[src/rtl/imm_encoder_if.sv]
// Request/response bundle for imm_encoder: upstream request handshake, downstream
// result handshake, and the running error count.
interface imm_encoder_if;
  logic        in_valid;
  logic        in_ready;
  logic [31:0] ImmExt;
  logic [2:0]  ImmSrc;
  logic [31:0] Base;
  logic        out_valid;
  logic        out_ready;
  logic [31:0] Instr;
  logic        Err;
  logic [7:0]  ErrCnt;

  modport master (
    output in_valid, ImmExt, ImmSrc, Base, out_ready,
    input  in_ready, out_valid, Instr, Err, ErrCnt
  );

  modport slave (
    input  in_valid, ImmExt, ImmSrc, Base, out_ready,
    output in_ready, out_valid, Instr, Err, ErrCnt
  );
endinterface

[src/rtl/imm_encoder.sv]
// Packs a sign-extended immediate into a RISC-V instruction word and flags
// immediates that do not fit the format; results pass through a 2-entry FIFO.
module imm_encoder (
  input  logic         clk,
  input  logic         reset_n,
  imm_encoder_if.slave bus
);

  // Returns {err, instr}; the immediate fields are written even when err is set.
  function automatic logic [32:0] encode(input logic [31:0] imm,
                                         input logic [2:0]  src,
                                         input logic [31:0] base);
    logic [31:0] instr;
    logic        err;
    instr = base;
    err   = 1'b0;
    case (src)
      3'b000: begin
        instr[31:20] = imm[11:0];
        err = !((&imm[31:11]) || !(|imm[31:11]));
      end
      3'b001: begin
        instr[31:25] = imm[11:5];
        instr[11:7]  = imm[4:0];
        err = !((&imm[31:11]) || !(|imm[31:11]));
      end
      3'b010: begin
        instr[31]    = imm[12];
        instr[30:25] = imm[10:5];
        instr[11:8]  = imm[4:1];
        instr[7]     = imm[11];
        err = imm[0] || !((&imm[31:12]) || !(|imm[31:12]));
      end
      3'b011: begin
        instr[31]    = imm[20];
        instr[30:21] = imm[10:1];
        instr[20]    = imm[11];
        instr[19:12] = imm[19:12];
        err = imm[0] || !((&imm[31:20]) || !(|imm[31:20]));
      end
      3'b100: begin
        instr[31:12] = imm[31:12];
        err = |imm[11:0];
      end
      default: err = 1'b1;
    endcase
    return {err, instr};
  endfunction

  function automatic logic [7:0] sat_inc(input logic [7:0] cnt);
    return (cnt == 8'hFF) ? cnt : cnt + 8'd1;
  endfunction

  logic [31:0] instr_p0 [2];
  logic        err_p0   [2];
  logic [1:0]  count_p0;
  logic        rd_ptr_p0;
  logic        wr_ptr_p0;
  logic [7:0]  err_cnt_p0;

  logic        can_accept;
  logic        has_data;
  logic        push;
  logic        pop;
  logic [32:0] enc;

  assign can_accept = (count_p0 != 2'd2);
  assign has_data   = (count_p0 != 2'd0);
  assign push       = bus.in_valid && can_accept;
  assign pop        = has_data && bus.out_ready;
  assign enc        = encode(bus.ImmExt, bus.ImmSrc, bus.Base);

  // Stage p0: FIFO control and error counter
  always_ff @(posedge clk) begin
    if (!reset_n) begin
      count_p0   <= 2'd0;
      rd_ptr_p0  <= 1'b0;
      wr_ptr_p0  <= 1'b0;
      err_cnt_p0 <= 8'd0;
    end else begin
      if (push) begin
        wr_ptr_p0 <= ~wr_ptr_p0;
        if (enc[32]) err_cnt_p0 <= sat_inc(err_cnt_p0);
      end
      if (pop) rd_ptr_p0 <= ~rd_ptr_p0;
      case ({push, pop})
        2'b10:   count_p0 <= count_p0 + 2'd1;
        2'b01:   count_p0 <= count_p0 - 2'd1;
        default: count_p0 <= count_p0;
      endcase
    end
  end

  // Stage p0: FIFO storage; stale contents are masked by has_data
  always_ff @(posedge clk) begin
    if (push) begin
      instr_p0[wr_ptr_p0] <= enc[31:0];
      err_p0[wr_ptr_p0]   <= enc[32];
    end
  end

  assign bus.in_ready  = can_accept;
  assign bus.out_valid = has_data;
  assign bus.Instr     = has_data ? instr_p0[rd_ptr_p0] : 32'd0;
  assign bus.Err       = has_data ? err_p0[rd_ptr_p0] : 1'b0;
  assign bus.ErrCnt    = err_cnt_p0;

endmodule

[src/flat_wrapper.sv]
// flat-port wrapper written by rule: the top's interface ports become plain ports
module imm_encoder_flat 
  (clk, reset_n, bus_in_valid, bus_ImmExt, bus_ImmSrc, bus_Base, bus_out_ready, bus_in_ready, bus_out_valid, bus_Instr, bus_Err, bus_ErrCnt);
  imm_encoder_if bus_i ();
  input  logic clk;
  input  logic reset_n;
  input wire logic [$bits(bus_i.in_valid)-1:0] bus_in_valid;
  input wire logic [$bits(bus_i.ImmExt)-1:0] bus_ImmExt;
  input wire logic [$bits(bus_i.ImmSrc)-1:0] bus_ImmSrc;
  input wire logic [$bits(bus_i.Base)-1:0] bus_Base;
  input wire logic [$bits(bus_i.out_ready)-1:0] bus_out_ready;
  output wire logic [$bits(bus_i.in_ready)-1:0] bus_in_ready;
  output wire logic [$bits(bus_i.out_valid)-1:0] bus_out_valid;
  output wire logic [$bits(bus_i.Instr)-1:0] bus_Instr;
  output wire logic [$bits(bus_i.Err)-1:0] bus_Err;
  output wire logic [$bits(bus_i.ErrCnt)-1:0] bus_ErrCnt;
  assign bus_i.in_valid = bus_in_valid;
  assign bus_i.ImmExt = bus_ImmExt;
  assign bus_i.ImmSrc = bus_ImmSrc;
  assign bus_i.Base = bus_Base;
  assign bus_i.out_ready = bus_out_ready;
  assign bus_in_ready = bus_i.in_ready;
  assign bus_out_valid = bus_i.out_valid;
  assign bus_Instr = bus_i.Instr;
  assign bus_Err = bus_i.Err;
  assign bus_ErrCnt = bus_i.ErrCnt;
  imm_encoder u_core (.clk(clk), .reset_n(reset_n), .bus(bus_i));
endmodule
[config.mk]
export PLATFORM = sky130hd
export DESIGN_NAME = imm_encoder_flat
export DESIGN_NICKNAME = d
export VERILOG_FILES = /design/src/rtl/imm_encoder_if.sv /design/src/rtl/imm_encoder.sv /design/src/flat_wrapper.sv
export SDC_FILE = /design/constraint.sdc
export NUM_CORES = 1
export LEC_CHECK = 0
export CAP_MARGIN = 25
export CORE_ASPECT_RATIO = 1.4
export CORE_MARGIN = 2
export CORE_UTILIZATION = 34
export CTS_BUF_LIST = sky130_fd_sc_hd__clkbuf_16
export DETAILED_ROUTE_END_ITERATION = 8
export HOLD_SLACK_MARGIN = 0.15
export PLACE_DENSITY = 0.6
export SLEW_MARGIN = 10
export SYNTH_ARGS = -nofsm -noshare
export SYNTH_HDL_FRONTEND = slang
export SYNTH_SLANG_ARGS = --single-unit
[constraint.sdc]
create_clock -name clk -period 2.9 [get_ports clk]
set_input_delay 0.87 -clock clk [delete_from_list [all_inputs] [get_ports clk]]
set_output_delay 0.87 -clock clk [all_outputs]
set_load 0.005 [all_outputs]
==> impl_metrics.tcl <==
set metrics [dict create \
    wl_per_cell_um 16.3 \
    rrSetupSlack_ns 0.92 \
    synth_common_cells "66 x edfxtp_1, 63 x nor2_1, 44 x mux2i_1" \
    dr.pass1.iters 4 \
    post_cts_buffers 0 \
    cts_max_level 3 \
    drtIter0Drc 101 \
    drive_above_1_share 0.148 \
    diodes 0 \
    portBuffers 113 \
    grt-ovfl-total 0 \
    synth-seq-cells 79 \
    cts_buffers 9 \
    status "complete, no violations" \
    syn_avg_cell_area_um2 11.7 \
    fillers 1037 \
    hold_violations 0 \
    setup_viol 0 \
    drv_slew 0 \
    power_mw 4.32 \
    vias 3075 \
    drt.antenna.violating_nets 0 \
    grt_use_total 0.169 \
    clkTransAtPathRegs_ns 0.05 \
    skew_ns 0.00496 \
    setup_slack_ns 0.197 \
    drc 0 \
    syn2layout_area_growth_pct 46.1 \
    grt_pass1_wl_mm 15.6 \
    crit_type "primary input to flop" \
    synth_fa_ha_area_frac 0.00642 \
    ios 114 \
    routabilityCongestion 0.849 \
    met1_length_mm 4.05 \
    place_area_um2 5380 \
    synth_ff_type "edfxtp_1" \
    rsz0062_at_grt "false" \
    p_leak_nw 1.97 \
    hold_buffers 0 \
    final_area_um2 5700 \
    crit_path_end_kind "flop" \
    route.met2.wl_mm 5.12 \
    clkSinkCount 79 \
    crit_fanout 9 \
    cap_violations 0 \
    synth_largest_area_cell "edfxtp_1" \
    core-area_um2 11300 \
    dieHeight_um 131 \
    post-place-ws_ns -0.127 \
    synth.distinct_cells 44 \
    start_kind "primary input" \
    postSynthCellCount 334 \
    max_freq_mhz 370 \
    nets 540 \
    cts_resized 0 \
    synth.area.mux_share 0.153 \
    crit_arrival_ns 2.92 \
    syn_nets 407 \
    synth_xor_area_frac 0.0112 \
    synth_top_family_by_area "multiplexers" \
    syn-cell-area_um2 3900 \
    slew_headroom 0.678 \
    dieArea_um2 12400 \
    start_util 0.346 \
    antenna_found_initial 0 \
    cts.path.max_buffers 2 \
    cts_tree "built" \
    holdWs_ns 0.480 \
    max-vdd-ir-drop_mv 0.329 \
    async_reset_ff_frac 0 \
    worstMarginPinSlew_ns 0.477 \
    die_w_um 94.5 \
    worstSkewPairLatency_ns 0.33 \
    grt_start_max_net_pins 34 \
    synth_compound_area_frac 0.0806 \
    synth_area_leaders "edfxtp_1 51%, mux2i_1 11%, dfxtp_1 6.7%" \
    yosysMostFrequentCell "edfxtp_1" \
    synth-edff-count 66 \
    std_cell_rows 46 \
    power_density_nw_per_um2 758 \
    period_share 0.932 \
    grt_pass1_vias 3182 \
    yosysSeqAreaShare 0.575 \
    wl_met3_um 532 \
    hp-class "flop to flop" \
    dp_hpwl_mm 7.26 \
    viasPerCell 4.99 \
    finalCriticalPeriod_ns 2.70 \
    yosys.area_share.simple 0.143 \
    routed_wl_mm 10.0 \
    synth_top_area_frac 0.508 \
    yosysWarnings 0 \
    root_buffer "clkbuf_16" \
    highest_layer "met4" \
    required_ns 3.12 \
]
[final cells by class]
class | instances | area [um2] | share of cell area
clock buffers | 9 | 225 | 0.0395
well taps | 144 | 180 | 0.0316
clock inverters | 7 | 88.8 | 0.0156
flip-flops and latches | 79 | 2240 | 0.394
multi-input cells | 230 | 1550 | 0.272
inverters | 7 | 26.3 | 0.00461
repair buffers | 140 | 1380 | 0.243
[sequential cells by signal, indices dropped and copies added (netlist names), named ones only]
name,cells
u_core.err_p0,2
u_core.wr_ptr_p0,1
u_core.instr_p0,64
u_core.count_p0,2
u_core.bus.ErrCnt,8
u_core.rd_ptr_p0,1
[path summary, 6_finish.rpt]
kind | depth (start not counted) | start | endpoint
worst max-delay path | 9 | bus_ImmExt[15] | u_core.bus.ErrCnt[7]
worst min-delay path | 2 | u_core.bus.ErrCnt[5] | u_core.bus.ErrCnt[5]
worst max register to register | 7 | u_core.count_p0[1] | u_core.count_p0[1]
worst min register to register | 2 | u_core.bus.ErrCnt[5] | u_core.bus.ErrCnt[5]
[report_power, final]
group / leakage [nW] / switching (mW) / internal, mW
logic: 1.10 / 0.749 / 0.879
clock network: 0.153 / 0.423 / 0.747
registers: 0.721 / 0.0656 / 1.46
total: 1.97 / 1.24 / 3.08
[worst max-delay path, cell delays in order]
cell and delay [ns]:
clkdlybuf4s50_1 0.44, nor4_1 0.39, buf_4 0.18, nand2_1 0.08, a211oi_1 0.25, o221a_1 0.29, buf_4 0.20, o311ai_1 0.12
o41ai_1 0.09
[through the flow]
stage / cells / setup TNS (ns) / utilization
finish: 616 / 0 / 0.505
global route: 616 / 0 / 0.505
floorplan: 334 / 0 / -
detailed placement: 600 / -0.758 / 0.477
CTS: 616 / 0 / 0.505
global placement: 600 / -0.632 / 0.477
[routing by layer]
layer	track usage	up-vias
li1	-	1501
met1	0.183	1451
met2	0.309	101
met3	0.0344	22
met4	0.0912	0
met5	0	-
[kinds of logic after synthesis]
logic type,after synthesis
compound gates,48
mux,58
fa+ha+maj,2
simple gates,117
flops,79
xor+xnor,5
buf+inv,25
[cell usage in the layout (no fill, tap or decap), types with 3 or more instances in the layout]
| cell | n |
|---|---|
| clkdlybuf4s50_1 | 113 |
| edfxtp_1 | 66 |
| nor2_1 | 61 |
| mux2i_1 | 44 |
| buf_4 | 23 |
| a21oi_1 | 18 |
| nand2_1 | 16 |
| mux2_2 | 14 |
| dfxtp_1 | 12 |
| clkbuf_16 | 9 |
| o21ai_0 | 8 |
| nor4_1 | 8 |
| inv_1 | 6 |
| nand4_1 | 6 |
| o21bai_1 | 5 |
| a22o_1 | 4 |
| nand3_1 | 4 |
| nand2b_1 | 4 |
| buf_12 | 4 |
| and2_1 | 3 |
| o22ai_1 | 3 |
| nor3_1 | 3 |
| xor2_1 | 3 |
Power figures use the tool's default switching activity.
